**src/rtl/pulse_stretcher_mc.sv**
```systemverilog
// Multi-channel pulse stretcher: each channel turns a rising edge on its input
// into a registered pulse of a programmable length, then emits a one-cycle done.
module pulse_stretcher_mc #(
    parameter int unsigned CH    = 4,
    parameter int unsigned CNT_W = 8
) (
    input  logic             clk,
    input  logic             rst,
    input  logic [CH-1:0]    pin,
    input  logic [CNT_W-1:0] stretch_len,
    input  logic             retrig,
    output logic [CH-1:0]    pout,
    output logic [CH-1:0]    done,
    output logic             busy
);

    logic [CH-1:0]             pin_d;
    logic [CH-1:0]             rise;
    logic [CNT_W-1:0]          l_eff;
    logic [CH-1:0][CNT_W-1:0]  cnt_q, cnt_d;
    logic [CH-1:0]             pout_q, pout_d;
    logic [CH-1:0]             done_q, done_d;

    // A zero length would otherwise never assert the output; treat it as one cycle.
    assign l_eff = (stretch_len == '0) ? CNT_W'(1) : stretch_len;
    assign rise  = pin & ~pin_d;

    // Per-channel next state: load on trigger, count down, pulse done on expiry.
    always_comb begin
        cnt_d  = cnt_q;
        pout_d = pout_q;
        done_d = '0;
        for (int i = 0; i < int'(CH); i++) begin
            if (cnt_q[i] == '0) begin
                if (rise[i]) begin
                    cnt_d[i]  = l_eff;
                    pout_d[i] = 1'b1;
                end
            end else if (rise[i] && retrig) begin
                // Restart the full window; the interrupted window gets no done.
                cnt_d[i]  = l_eff;
                pout_d[i] = 1'b1;
            end else if (cnt_q[i] == CNT_W'(1)) begin
                cnt_d[i]  = '0;
                pout_d[i] = 1'b0;
                done_d[i] = 1'b1;
            end else begin
                cnt_d[i] = cnt_q[i] - CNT_W'(1);
            end
        end
    end

    // State registers; reset drops every output immediately without a done pulse.
    always_ff @(posedge clk or negedge rst) begin
        if (!rst) begin
            pin_d  <= '0;
            cnt_q  <= '0;
            pout_q <= '0;
            done_q <= '0;
        end else begin
            pin_d  <= pin;
            cnt_q  <= cnt_d;
            pout_q <= pout_d;
            done_q <= done_d;
        end
    end

    assign pout = pout_q;
    assign done = done_q;
    assign busy = |pout_q;

endmodule

```
**config.mk**
```make
export PLATFORM = sky130hd
export DESIGN_NAME = pulse_stretcher_mc
export DESIGN_NICKNAME = d
export VERILOG_FILES = /design/src/rtl/pulse_stretcher_mc.sv
export SDC_FILE = /design/constraint.sdc
export NUM_CORES = 1
export LEC_CHECK = 0
export ABC_AREA = 1
export CAP_MARGIN = 20
export CORE_ASPECT_RATIO = 0.9
export CORE_MARGIN = 8
export CORE_UTILIZATION = 45
export DETAILED_ROUTE_END_ITERATION = 16
export PLACE_DENSITY = 0.77
export SYNTH_ARGS = -nofsm -noshare
export SYNTH_HDL_FRONTEND = slang
export SYNTH_SLANG_ARGS = --single-unit
```
**constraint.sdc**
```tcl
create_clock -name clk -period 1.4 [get_ports clk]
set_input_delay 0.14 -clock clk [delete_from_list [all_inputs] [get_ports clk]]
set_output_delay 0.14 -clock clk [all_outputs]
set_load 0.005 [all_outputs]
```
# Yosys cells after proc, flatten, opt, wreduce, memory -nomap -nowiden
# Cells that the tools add are included.
[word_totals]
inputBits = 15
reg_bits = 44
[op_classes]
n_eq_ne = 8
n_reduce_logical = 18
muxes = 45
add_sub_neg = 4
n_bitwise = 2
[ops]
columns = ["op", "n"]
rows = [
  ["2-to-1 mux 8 bit", 17],
  ["zero test 8 bit", 5],
  ["== test 8 x 1 -> 1 bit, second input constant", 4],
  ["subtractor 8 x 1 -> 8 bit, second input constant", 4],
  ["2-to-1 mux 1 bit", 28],
  ["nonzero test 3 bit", 4],
  ["inequality test 2 bit, second input constant", 4],
  ["AND reduction 2 bit", 4],
  ["bitwise AND 4 bit", 1],
  ["logical AND 1 bit", 4],
  ["NOT 4 bit", 1],
  ["OR reduction 4 bit", 1],
]

# Depth between registers and ports, before layout
# Gate-level depths: netlist of the first run.
[logic_depth]
word_depth = 5
mapped_depth = 8

# Worst setup path before layout of the first run
# OpenSTA, ideal clock, no wires.
[synth_timing]
path_kind = "register to register"
startpoint = "reg cnt_q[8] (netlist bit)"
endpoint = "reg cnt_q[14] (netlist bit)"
t_required_ps = 1277
setup_time_ps = 123
stages_incl_launch_ff = 8
t_arrival_ps = 1190
setup_slack_ps = 88
period_less_slack_ps = 1312
path_cell_list = "dfrtp_1 > inv_1 > ha_1 > nand2_4 > o21ai_4 > nor2_2 > nand2_1 > o21ai_1"
[synth_via]
elab_chain_len = 4
[synth_lines]
columns = ["item", "line_no", "rtl"]
rows = [
  ["from (decl)", "20", "logic [CH-1:0][CNT_W-1:0] cnt_q, cnt_d;"],
  ["from (signal assigned)", "62", "cnt_q <= cnt_d;"],
  ["subtractor 8 x 1 -> 8 bit or == test 8 x 1 -> 1 bit (tied branches)", "48, 43", ""],
  ["2-to-1 mux 8 bit", "43", "end else if (cnt_q[i] == CNT_W'(1)) begin"],
  ["2-to-1 mux 8 bit", "39", "end else if (rise[i] && retrig) begin"],
  ["2-to-1 mux 8 bit", "34", "if (cnt_q[i] == '0) begin"],
]
# Parallel ways exist; a longest one is shown, timed or not.
# A chain may end at the register's enable or synchronous reset.

# Worst setup path after layout of the first run
[layout_timing]
startpoint = "reg cnt_q[18] (netlist bit)"
endpoint = "reg cnt_q[18] (netlist bit)"
# Same word-level chain as after synthesis.

==> flow_summary.yaml, run 1 <==
synthesis:
  synth_area_leader_cell: "dfrtp_1"
  ys.warnings.count: 0
  synthTopCellsByArea: "dfrtp_1 42%, nand2_1 13%, ha_1 5.7%"
  ys_types: 27
  ys_seq_area_frac: 0.416
  synthFlopType: "dfrtp_1"
  syn_area_per_cell_um2: 7.82
  synth_cells: 338
  synth_edf_count: 0
  synth_top_area_share: 0.416
  netlist_area_um2: 2640
  synth_common_cells: "92 x nand2_1, 44 x dfrtp_1, 39 x inv_1, 29 x nor2_1, 28 x nand3_1"
  syn_nets: 365
  yosysMostFrequentCell: "nand2_1"
  synth_seq_cells: 44
  synth-async-reset-ratio: 1.00
floorplan:
  die_y_um: 88.7
  core_region_area_um2: 5690
  rows: 26
  io_pins: 24
  dieArea_um2: 8590
  fp.dieW_um: 96.8
  initial_utilization: 0.464
finish:
  finalNetCount: 431
  drive_above_1_share: 0.265
  nFillCells: 501
  diodes: 0
  design_area_um2: 3510
  syn_to_final_growth_pct: 32.7
sta:
  drv_slew: 0
  worst_slew_pin_slew_ps: 298
  timing.fmax_mhz: 732
  setup_viol: 0
  finalCriticalPeriod_ps: 1370
  finalHoldViolCount: 0
  rsz0062_at_grt: "true"
  tns_ps: 0
  finClkSkew_ps: 8.03
  fin_ws_ps: 34.6
  final.period_utilization: 0.975
  relSlewSlack: 0.801
worst_setup_path:
  cp.arrival_ps: 1560
  end_kind: "flip-flop"
  crit_fanout: 6
  crit_type: "reg2reg"
  worst_ep_required_time_ps: 1590
  startpoint_type: "flip-flop"
clocking:
  clockBufferDepth: 2
  cts_max_level: 2
  clkLatencyLatePin_ps: 310
  clockRootBuffer: "clkbuf_8"
  clk_pin_slew_ps: 90
  cts_tree: "done"
  cts-buffers-inserted: 5
  clock-sinks: 44
global_route:
  grt_max_degree: 45
  overflow: 0
  grt_util_all_layers: 0.155
  antenna_found_initial: 0
  grt_pass1_wl_um: 10800
  grt_pass1_vias: 2318
routing:
  avgRoutedWirePerCell_um: 14.5
  ant_nets: 0
  num_vias: 2401
  drc: 0
  wl_um: 6900
  vias_per_cell: 5.07
  drt_iter0_markers: 98
  drtPass1Iterations: 4
power:
  peakVddDrop_mv: 1.00
  power_density_nw_per_um2: 1980
  power.total_mw: 6.95
  p_leak_nw: 1.75
place:
  detailed_place.area_um2: 3130
  dp_hpwl_um: 4830
  port_buffers: 23
  post-place-ws_ps: -214
  place_congestion: 0.895
min_path:
  hold_path.class: "in2reg"
run_status:
  status: "complete, no violations"
run:
  drv_cap: 0
[registers in the layout, summed over array words and instances (netlist names)]
name   cells
cnt_q     32
pout       4
done       4
pin_d      4
[cells by family (layout without fill, tap and decap cells)]
logic type	after synthesis	after routing	share of synthesized area
buf+inv	44	110	0.0625
simple gates	182	182	0.318
flops	44	44	0.416
fa+ha+maj	12	12	0.0568
compound gates	43	43	0.103
xor+xnor	13	13	0.0431
[metal layers]
layer / global-route usage / part of all wire / vias up
met2: 0.262 / 0.50 / 52
met3: 0.0297 / 0.043 / 14
li1: - / - / 1217
met4: 0.0572 / 0.017 / 0
met1: 0.193 / 0.44 / 1118
met5: 0 / 0 / -
[stage by stage]
stage | utilization | hold slack (ps) | instances
3_5_place_dp | 0.549 | 137 | 452
2_1_floorplan | - | -156 | 338
3_3_place_gp | 0.549 | 135 | 452
5_1_grt | 0.616 | 310 | 474
4_1_cts | 0.566 | 296 | 460
6_report | 0.616 | 301 | 474
[worst max-delay path, stage by stage (launching register included)]
cell     delay (ps)
dfrtp_1         450
nor2_4          190
nand2_4          80
inv_1           120
nand3_2         190
nand2_4         150
o21ai_1          70
[cells in the final DEF, fill, tap and decap left out, types with 8 or more instances in the layout]
cell	n
inv_1	31
inv_2	13
ha_1	10
nand2_1	84
o21ai_1	21
nor2_1	19
nand3_1	25
nor2_4	14
nand2_4	8
xor2_1	11
dfrtp_1	43
clkdlybuf4s50_1	21
nand2_2	8
buf_4	33
[final timing paths]
path	from	cells past startpoint	slack (ps)	endpoint
max in group asynchronous	rst	3	840	cnt_q[21]
worst max register to register	cnt_q[18]	6	30	cnt_q[18]
min in group asynchronous	rst	3	340	cnt_q[1]
worst max-delay path	cnt_q[18]	6	30	cnt_q[18]
worst min-delay path	pin[3]	1	300	pin_d[3]
worst min register to register	pout[0]	2	550	pout[0]
[layout make-up]
cell class | instances | area (um^2) | area share
clock buffers | 6 | 72.6 | 0.0207
repair buffers | 59 | 513 | 0.146
well taps | 70 | 87.6 | 0.0250
flip-flops and latches | 44 | 1100 | 0.314
inverters | 44 | 165 | 0.0471
clock inverters | 1 | 5.00 | 0.00143
multi-input cells | 250 | 1560 | 0.445
[repair_timing]
action / in CTS / in global routing
hold buffers: 1 / 0
gates resized for setup: 6 / 51
setup buffers: 0 / 14
endpoints found under the hold margin: 44 / 0
gates cloned: 0 / 0
setup endpoints to repair: 16 / 36
pin swaps: 3 / 17
[power breakdown]
| group | total, mW | internal (mW) | switching (mW) |
|---|---|---|---|
| Sequential | 2.29 | 1.82 | 0.476 |
| Clock | 0.788 | 0.340 | 0.448 |
| Combinational | 3.87 | 1.74 | 2.12 |
No activity file was read; power rests on OpenSTA's default activity.
==> run 2, diff against run 1 <==
- GPL_TIMING_DRIVEN: not set -> 0
- clock period: 1.4 -> 1.3 ns (I/O delays scaled with it)
==> run 2 against run 1 <==
  * Critical path depth grew 3
  * Largest power group unchanged
  * Core utilization grew 4.0 points
  * Largest cell class unchanged
  * Routed wire length grew 6.3%
  * Global-route usage grew 0.12 points
  * The run now ends with setup timing left
  * Clock power grew 22%
  * Flip-flop and latch count is the same
==> flow_summary.yaml, run 2 (synthesized netlist as in run 1, its figures left out) <==
run_status:
  status: "complete, but fails checks"
  violations: "setup timing"
global_route:
  grt_max_degree: 24
  antenna_found_initial: 0
  grt_util_all_layers: 0.156
  grt_pass1_vias: 2319
  grt_pass1_wl_um: 10800
  overflow: 0
finish:
  diodes: 0
  nFillCells: 431
  design_area_um2: 3740
  finalNetCount: 423
  largest_reg_flops: 32
  final_cell_mix: "73 x nand2_1, 43 x dfrtp_1, 23 x inv_1"
  finalNonFillerCells: 466
  largest-register: "cnt_q"
  syn_to_final_growth_pct: 41.4
  drive_above_1_share: 0.364
  mostFrequentLayoutCell: "nand2_1"
routing:
  drt_iter0_markers: 77
  ant_nets: 0
  wl_um: 7330
  vias_per_cell: 5.26
  avgRoutedWirePerCell_um: 15.7
  drc: 0
  num_vias: 2450
  drtPass1Iterations: 4
sta:
  worst_slew_pin_slew_ps: 567
  timing.fmax_mhz: 715
  finalHoldViolCount: 0
  finalCriticalPeriod_ps: 1400
  fin_ws_ps: -99.5
  relSlewSlack: 0.622
  setup_viol: 33
  rsz0062_at_grt: "true"
  drv_slew: 0
  finClkSkew_ps: 4.86
  final.period_utilization: 1.08
floorplan:
  io_pins: 24
  initial_utilization: 0.464
  fp.dieW_um: 96.8
  core_region_area_um2: 5690
  dieArea_um2: 8590
  rows: 26
  die_y_um: 88.7
power:
  power_density_nw_per_um2: 2180
  peakVddDrop_mv: 1.12
  p_leak_nw: 1.76
worst_setup_path:
  reg2reg_from: "cnt_q[16]"
  rrSetupSlack_ps: -100
  reg2reg_depth: 9
  worst_ep_required_time_ps: 1550
  r2r_end: "cnt_q[17]"
  end_kind: "flip-flop"
  cp.arrival_ps: 1650
  crit_fanout: 5
  startpoint_type: "flip-flop"
  crit_type: "reg2reg"
run:
  drv_cap: 0
clocking:
  cts_max_level: 2
  clk_pin_slew_ps: 90
  clock-sinks: 44
  clockRootBuffer: "clkbuf_8"
  clkLatencyLatePin_ps: 310
  cts_tree: "done"
  clockBufferDepth: 2
  cts-buffers-inserted: 5
place:
  post-place-cells: 432
  port_buffers: 23
  detailed_place.area_um2: 2980
  place_congestion: 0.905
  dp_hpwl_um: 4460
min_path:
  whs_endpoint: "pin_d[3]"
  hold_path_startpoint: "pin[3]"
  hold_path.class: "in2reg"
  hold_depth: 1
## run 2: cell types whose count changed in the layout (fill, tap and decap cells not counted), sizes merged
| cell | change |
|---|---|
| buf | -8 |
| clkinv | -1 |
| clkdlybuf4s50 | -5 |
| clkdlybuf4s15 | +1 |
| clkbuf | +1 |
| dlymetal6s2s | +1 |
| dlygate4sd2 | +3 |
## run 2: critical path: stages (launching register included)
cell	delay (ps)
dfrtp_1	410
inv_2	130
ha_4	160
nand2_4	60
o21ai_4	180
buf_6	160
inv_2	50
nand2_1	70
nand3_2	60
nand2_1	70
## run 2: power by group
| group | switching (mW) | internal [mW] | total (mW) |
|---|---|---|---|
| clock | 0.489 | 0.474 | 0.963 |
| sequential | 0.589 | 1.96 | 2.55 |
| combinational | 2.58 | 2.05 | 4.63 |
| total | 3.65 | 4.49 | 8.14 |
## run 2: stage by stage
stage	setup TNS, ps	total power, mW	setup WS, ps	utilization	hold slack, ps
2_1_floorplan	0	4.61	12.6	-	-166
3_3_place_gp	-58610	5.24	-1130	0.520	538
3_5_place_dp	-9780	5.37	-372	0.524	154
4_1_cts	-95.4	7.08	-18.9	0.595	288
5_1_grt	-3320	8.70	-145	0.656	308
6_report	-833	8.14	-99.5	0.656	287
## run 2: what timing repair did
| item | CTS | global route |
|---|---|---|
| endpoints found under the hold margin | 22 | 0 |
| hold buffers | 1 | 0 |
| setup buffers | 17 | 9 |
| endpoints found under the setup margin | 41 | 42 |
| pin swaps | 25 | 39 |
| resized for setup | 56 | 80 |
## run 2: routing by layer
metal	track usage	wire, um	share of wire
met1	0.187	2930	0.40
met2	0.279	3890	0.53
met3	0.0289	425	0.058
met4	0.0516	80	0.011
met5	0	0	0
## run 2: how the worst max path moves through the flow
| stage | start | to | slack (ps) | cells past startpoint |
|---|---|---|---|---|
| final | cnt_q[16] | cnt_q[17] | -100 | 9 |
| after global routing | cnt_q[21] | cnt_q[16] | -150 | 7 |
| after CTS | cnt_q[22] | cnt_q[18] | -20 | 6 |
| after detailed placement | retrig | cnt_q[6] | -370 | 6 |
| after global placement | rst | cnt_q[8] | -1130 | 1 |
| after floorplan | cnt_q[8] | cnt_q[14] | 10 | 7 |
## run 2: area by class of cell
class / count / area (um^2) / area share
well taps: 70 / 87.6 / 0.0234
clock buffers: 7 / 96.3 / 0.0258
flip-flops and latches: 44 / 1100 / 0.295
repair buffers: 51 / 489 / 0.131
multi-input cells: 250 / 1790 / 0.480
inverters: 44 / 168 / 0.0449
==> RTL change 1 (config.mk and constraints of run 1) <==
`CNT_W`: 8 -> 6.
--- a/src/rtl/pulse_stretcher_mc.sv
+++ b/src/rtl/pulse_stretcher_mc.sv
@@ -2,7 +2,7 @@
 // into a registered pulse of a programmable length, then emits a one-cycle done.
 module pulse_stretcher_mc #(
     parameter int unsigned CH    = 4,
-    parameter int unsigned CNT_W = 8
+    parameter int unsigned CNT_W = 6
 ) (
     input  logic             clk,
     input  logic             rst,
Interface: changed (resized stretch_len); port bits go from 24 to 22. The function was not compared with the original's and may differ.
==> RTL change 1 against run 1 <==
Sequential cell count is 8 lower; combinational power is 27% lower; design area is 20% lower; highest routed layer unchanged; utilization is 2.4 points lower; sequential share of layout area is 0.87 points higher; setup slack better by 0.032 ns; global-route usage is 0.53 points lower; wire length is 25% lower; power is 19% lower; maximum frequency is 2.4% higher; clock skew is 0.0034 ns lower; area after synthesis is 19% lower.
==> RTL change 1: results (changes against run 1) <==
metric,value,unit,change
status,finished clean,,
fillers,419,,-16%
top routing layer in use,met4,,
P_sw,2.38,mW,-22%
total track usage,0.150,,-0.00527
DPL Wire Length,3760,um,-22%
CP Capture Point,cnt_q[8]$_DFFE_PN0P_,,
Clk. pwr,0.949,mW,+20%
"Seq/Total Area, Yosys",0.418,,+0.00189
largest net degree at the start of global routing,37,,-18%
VDD IR max,0.701,mV,-30%
Post-Synth XOR/XNOR Area,0.0407,,-0.00239
Storage cell area,901,sq um,-18%
Comb. pwr,2.84,mW,-27%
wire length on met1,2200,um,-28%
Layout Nets,335,,-22%
Largest register FFs,24,,-25%
first-pass GRT wire length,8270,um,-24%
max-slew violation count,0,,unchanged
Hold Crit Start,pin[1],,
number of global-route vias before repair,1875,,-19%
GPL Wtd Cong,0.892,,-0.36%
port bufs,21,,-8.7%
met3 wire length,206,um,-31%
Comb power frac,0.505,,-0.051
FF-to-FF setup slack,0.07,ns,+0.03 ns
dpl ws,0.00982,ns,+0.224 ns
max frequency,750,MHz,+2.4%
"Net Count, Synth",284,,-22%
Synth Area in Compound Gates,0.0424,,-0.0608
crit path DAT,1.52,ns,-0.04 ns
Post-synth top cells,"nand2_1 (60), nand3_1 (41), inv_1 (38), dfrtp_1 (36), nor2_1 (19)",,
fraction of layout cells with a size suffix above 1,0.219,,-0.0458
DR iter-0 viols,76,,-22%
Routed WL per cell,13.6,um,-6.8%
DP Cell Count,370,,-18%
Non-Filler Instances,380,,-20%
CP max FO,9,,+3
wire length on met2,2610,um,-24%
mux cell area share after synthesis,0,,unchanged
Hold Path End,pin_d[1]$_DFF_PN0_,,
Adder-Cell Fraction of Synth Area,0.0465,,-0.0103
slew margin rel.,0.691,,-0.110
Synth area leaders,"dfrtp_1 (42%), nand2_1 (10%), nand3_1 (9.5%)",,
Yosys cell types,25,,-7.4%
Setup Skew,0.00464,ns,-0.00339 ns
Via density,5.04,,-0.51%
RR Startpoint,cnt_q[9]$_DFFE_PN0P_,,
==> RTL change 1: cell count changes in the layout (fill, tap and decap cells not counted), sizes merged, moves of 4 or more <==
cell	before	now
dfrtp	44	36
nand3	31	44
nand2	100	72
nor2	39	26
inv	44	39
ha	12	8
o21ai	31	7
buf	36	22
==> RTL change 1: cells by family after synthesis <==
family	Yosys count
AND/OR/NAND/NOR	155
buffers and inverters	39
flip-flops	36
AO/OA/AOI/OAI	15
adder cells (fa/ha/maj)	8
XOR/XNOR	10
==> RTL change 1: per-stage QoR <==
step                cell area, sq um  setup TNS, ns  utilization
floorplan                       2150              0            -
global placement                2600              0        0.551
detailed placement              2600              0        0.551
CTS                             2720              0        0.576
global route                    2790        -0.0543        0.592
finish                          2790              0        0.592
==> RTL change 1: area by class of cell <==
| class | count | area share |
|---|---|---|
| Tap cell | 65 | 0.0292 |
| Clock buffer | 5 | 0.0247 |
| Clock inverter | 3 | 0.0153 |
| Multi-Input combinational cell | 189 | 0.422 |
| Inverter | 39 | 0.0525 |
| Timing Repair Buffer | 43 | 0.133 |
| Sequential cell | 36 | 0.323 |
==> RTL change 1: per-layer routing <==
layer  up-vias  global-route usage
met4         0              0.0911
met3        14              0.0280
li1        949                   -
met2        37               0.252
met5         -                   0
met1       915               0.174
==> RTL change 1: worst register-to-register path: stages (launching register included) <==
cell     delay (ns)
dfrtp_1        0.44
nor2_4         0.26
nand3_4        0.14
nand2_4        0.14
nand2_1        0.08
nand2_1        0.08
nor2_1         0.08
==> RTL change 1: timing repair <==
action / in CTS / in global routing
gates resized for setup: 1 / 16
endpoints found under the setup margin: 1 / 22
pin swaps: 0 / 3
gates cloned: 0 / 1
hold endpoints to repair: 36 / 0
hold buffers: 1 / 0
==> RTL change 2 (config.mk and constraints of run 1) <==
Made on the original files. Register the output `pout` once more, with the module's reset; this adds one clock of latency there. The other outputs are not delayed to match.
--- a/src/rtl/pulse_stretcher_mc.sv
+++ b/src/rtl/pulse_stretcher_mc.sv
@@ -65,7 +65,13 @@
         end
     end
 
-    assign pout = pout_q;
+    always_ff @(posedge clk or negedge rst) begin
+        if (!rst) begin
+            pout <= '0;
+        end else begin
+            pout <= pout_q;
+        end
+    end
     assign done = done_q;
     assign busy = |pout_q;
 
Function: changed (a bounded check fails within 4 cycles, from zero or initial values and one cycle with rst low).
==> RTL change 2 against run 1 <==
Combinational power down 5.2%; final cell count increased by 1.1%; area after synthesis increased by 5.1%; sequential share of layout area increased by 1.3 points; count of clock-buffer cells in the layout shrank 1; critical path depth rose by 1; design area up 4.6%; power rose by 6.1%; wire length is 0.52% lower; first-iteration DRC count rose by 55%; sequential cell count up 4; highest routed layer unchanged; setup slack about the same.
==> RTL change 2: results (changes against run 1) <==
metric,value,unit,change
Avg Inst Size Synth,8.13,sq um,+3.9%
# H-tree levels,2,,unchanged
CP max FO,7,,+1
"Most flops, register",cnt_q,,
DRT Wirelength,6860,um,-0.52%
Synth area leaders,"dfrtp_1 (43%), nand2_1 (10%), nand3_1 (7.2%)",,
Layout Nets,433,,+0.46%
DR iter-0 viols,152,,+55%
port bufs,23,,unchanged
DPL Wire Length,4880,um,+0.97%
slowest CP cell,dfrtp_1,,
n_diodes,0,,unchanged
ys flop type,dfrtp_1,,
Setup Total Neg Slack,0,ns,unchanged
Post-Synth XOR/XNOR Area,0.0504,,+0.00736
"Seq/Total Area, Yosys",0.432,,+0.0158
Placed Area,3290,sq um,+5.4%
first-pass GRT wire length,11300,um,+4.3%
Adder-Cell Fraction of Synth Area,0.0540,,-0.00276
Setup Skew,0.00990,ns,+0.00187 ns
actual slew at the worst max-slew pin,0.314,ns,+0.0156 ns
crit path DAT,1.62,ns,+0.06 ns
routed vias,2456,,+2.3%
Static Leakage,1.77,nW,+1.0%
Reg power frac,0.334,,+0.004
Synth Area in Compound Gates,0.0959,,-0.00727
ys async rst share,1.00,,unchanged
largest net degree at the start of global routing,49,,+8.9%
fraction of layout cells with a size suffix above 1,0.278,,+0.0128
P_sw,3.00,mW,-1.5%
VDD IR max,0.919,mV,-8.3%
CTS buffer count,5,,unchanged
status,finished clean,,
number of global-route vias before repair,2407,,+3.8%
CP top delay family,flip-flops,,
GPL Wtd Cong,0.902,,+0.75%
Via density,5.13,,+1.2%
total track usage,0.155,,+0.000405
DP Cell Count,462,,+2.2%
Post-synth top cells,"nand2_1 (77), dfrtp_1 (48), inv_1 (44), nand3_1 (40), nor2_1 (34)",,
"Net Count, Synth",369,,+1.1%
Power Dens Cells,2010,nW/um^2,+1.4%
Clock transition at path regs,0.09,ns,about the same
Root Driver,clkbuf_8,,
Worst path max stage delay,0.38,ns,-0.07 ns
dpl ws,-0.147,ns,+0.0670 ns
fillers,503,,+0.40%
Clock Power Share,0.168,,+0.055
Yosys cell types,29,,+7.4%
initial antenna violation count,0,,unchanged
## RTL change 2: changes by cell type in the layout (fill, tap and decap cells not counted), moves of 3 or more
cell / change
o21ai_0: -4
nand3_1: +11
nand4_1: -3
nor2_1: +8
o21ai_1: -6
nor2_2: +4
dfrtp_1: +4
ha_1: -3
ha_2: +3
nand2_1: -12
nor2_4: -6
o21ai_2: +5
## RTL change 2: path summary, 6_finish.rpt
check,from,end,slack [ns],cells past startpoint
hold reg to reg,pout_q[1]$_DFFE_PN0P_,pout[1]$_DFF_PN0_,0.41,0
max in group asynchronous,rst,pin_d[0]$_DFF_PN0_,0.84,3
hold / removal,pin[2],pin_d[2]$_DFF_PN0_,0.29,1
setup / recovery,cnt_q[17]$_DFFE_PN0P_,cnt_q[23]$_DFFE_PN0P_,0.03,7
min in group asynchronous,rst,done[1]$_DFF_PN0_,0.33,3
setup reg to reg,cnt_q[17]$_DFFE_PN0P_,cnt_q[23]$_DFFE_PN0P_,0.03,7
## RTL change 2: final cells by class
| class | count | area (sq um) | area share |
|---|---|---|---|
| multi-input combinational | 247 | 1560 | 0.425 |
| sequential | 48 | 1200 | 0.328 |
| timing repair buffer | 58 | 505 | 0.138 |
| inverter | 46 | 173 | 0.0471 |
| tap | 72 | 90.1 | 0.0246 |
| clock buffer | 5 | 68.8 | 0.0188 |
| clock inverter | 3 | 68.8 | 0.0188 |
## RTL change 2: layer usage
metal,global-route usage,up-vias,wire [um],part of all wire
met5,0,-,0,0
met4,0.0383,0,88,0.013
met1,0.203,1162,3080,0.45
li1,-,1217,-,-
met3,0.0385,11,416,0.061
met2,0.250,66,3270,0.48
## RTL change 2: what timing repair did
action,in CTS,in global routing
hold buffers,1,0
resized for setup,3,51
endpoints found under the hold margin,48,0
pin swaps,0,17
setup buffers,0,8
endpoints found under the setup margin,2,38
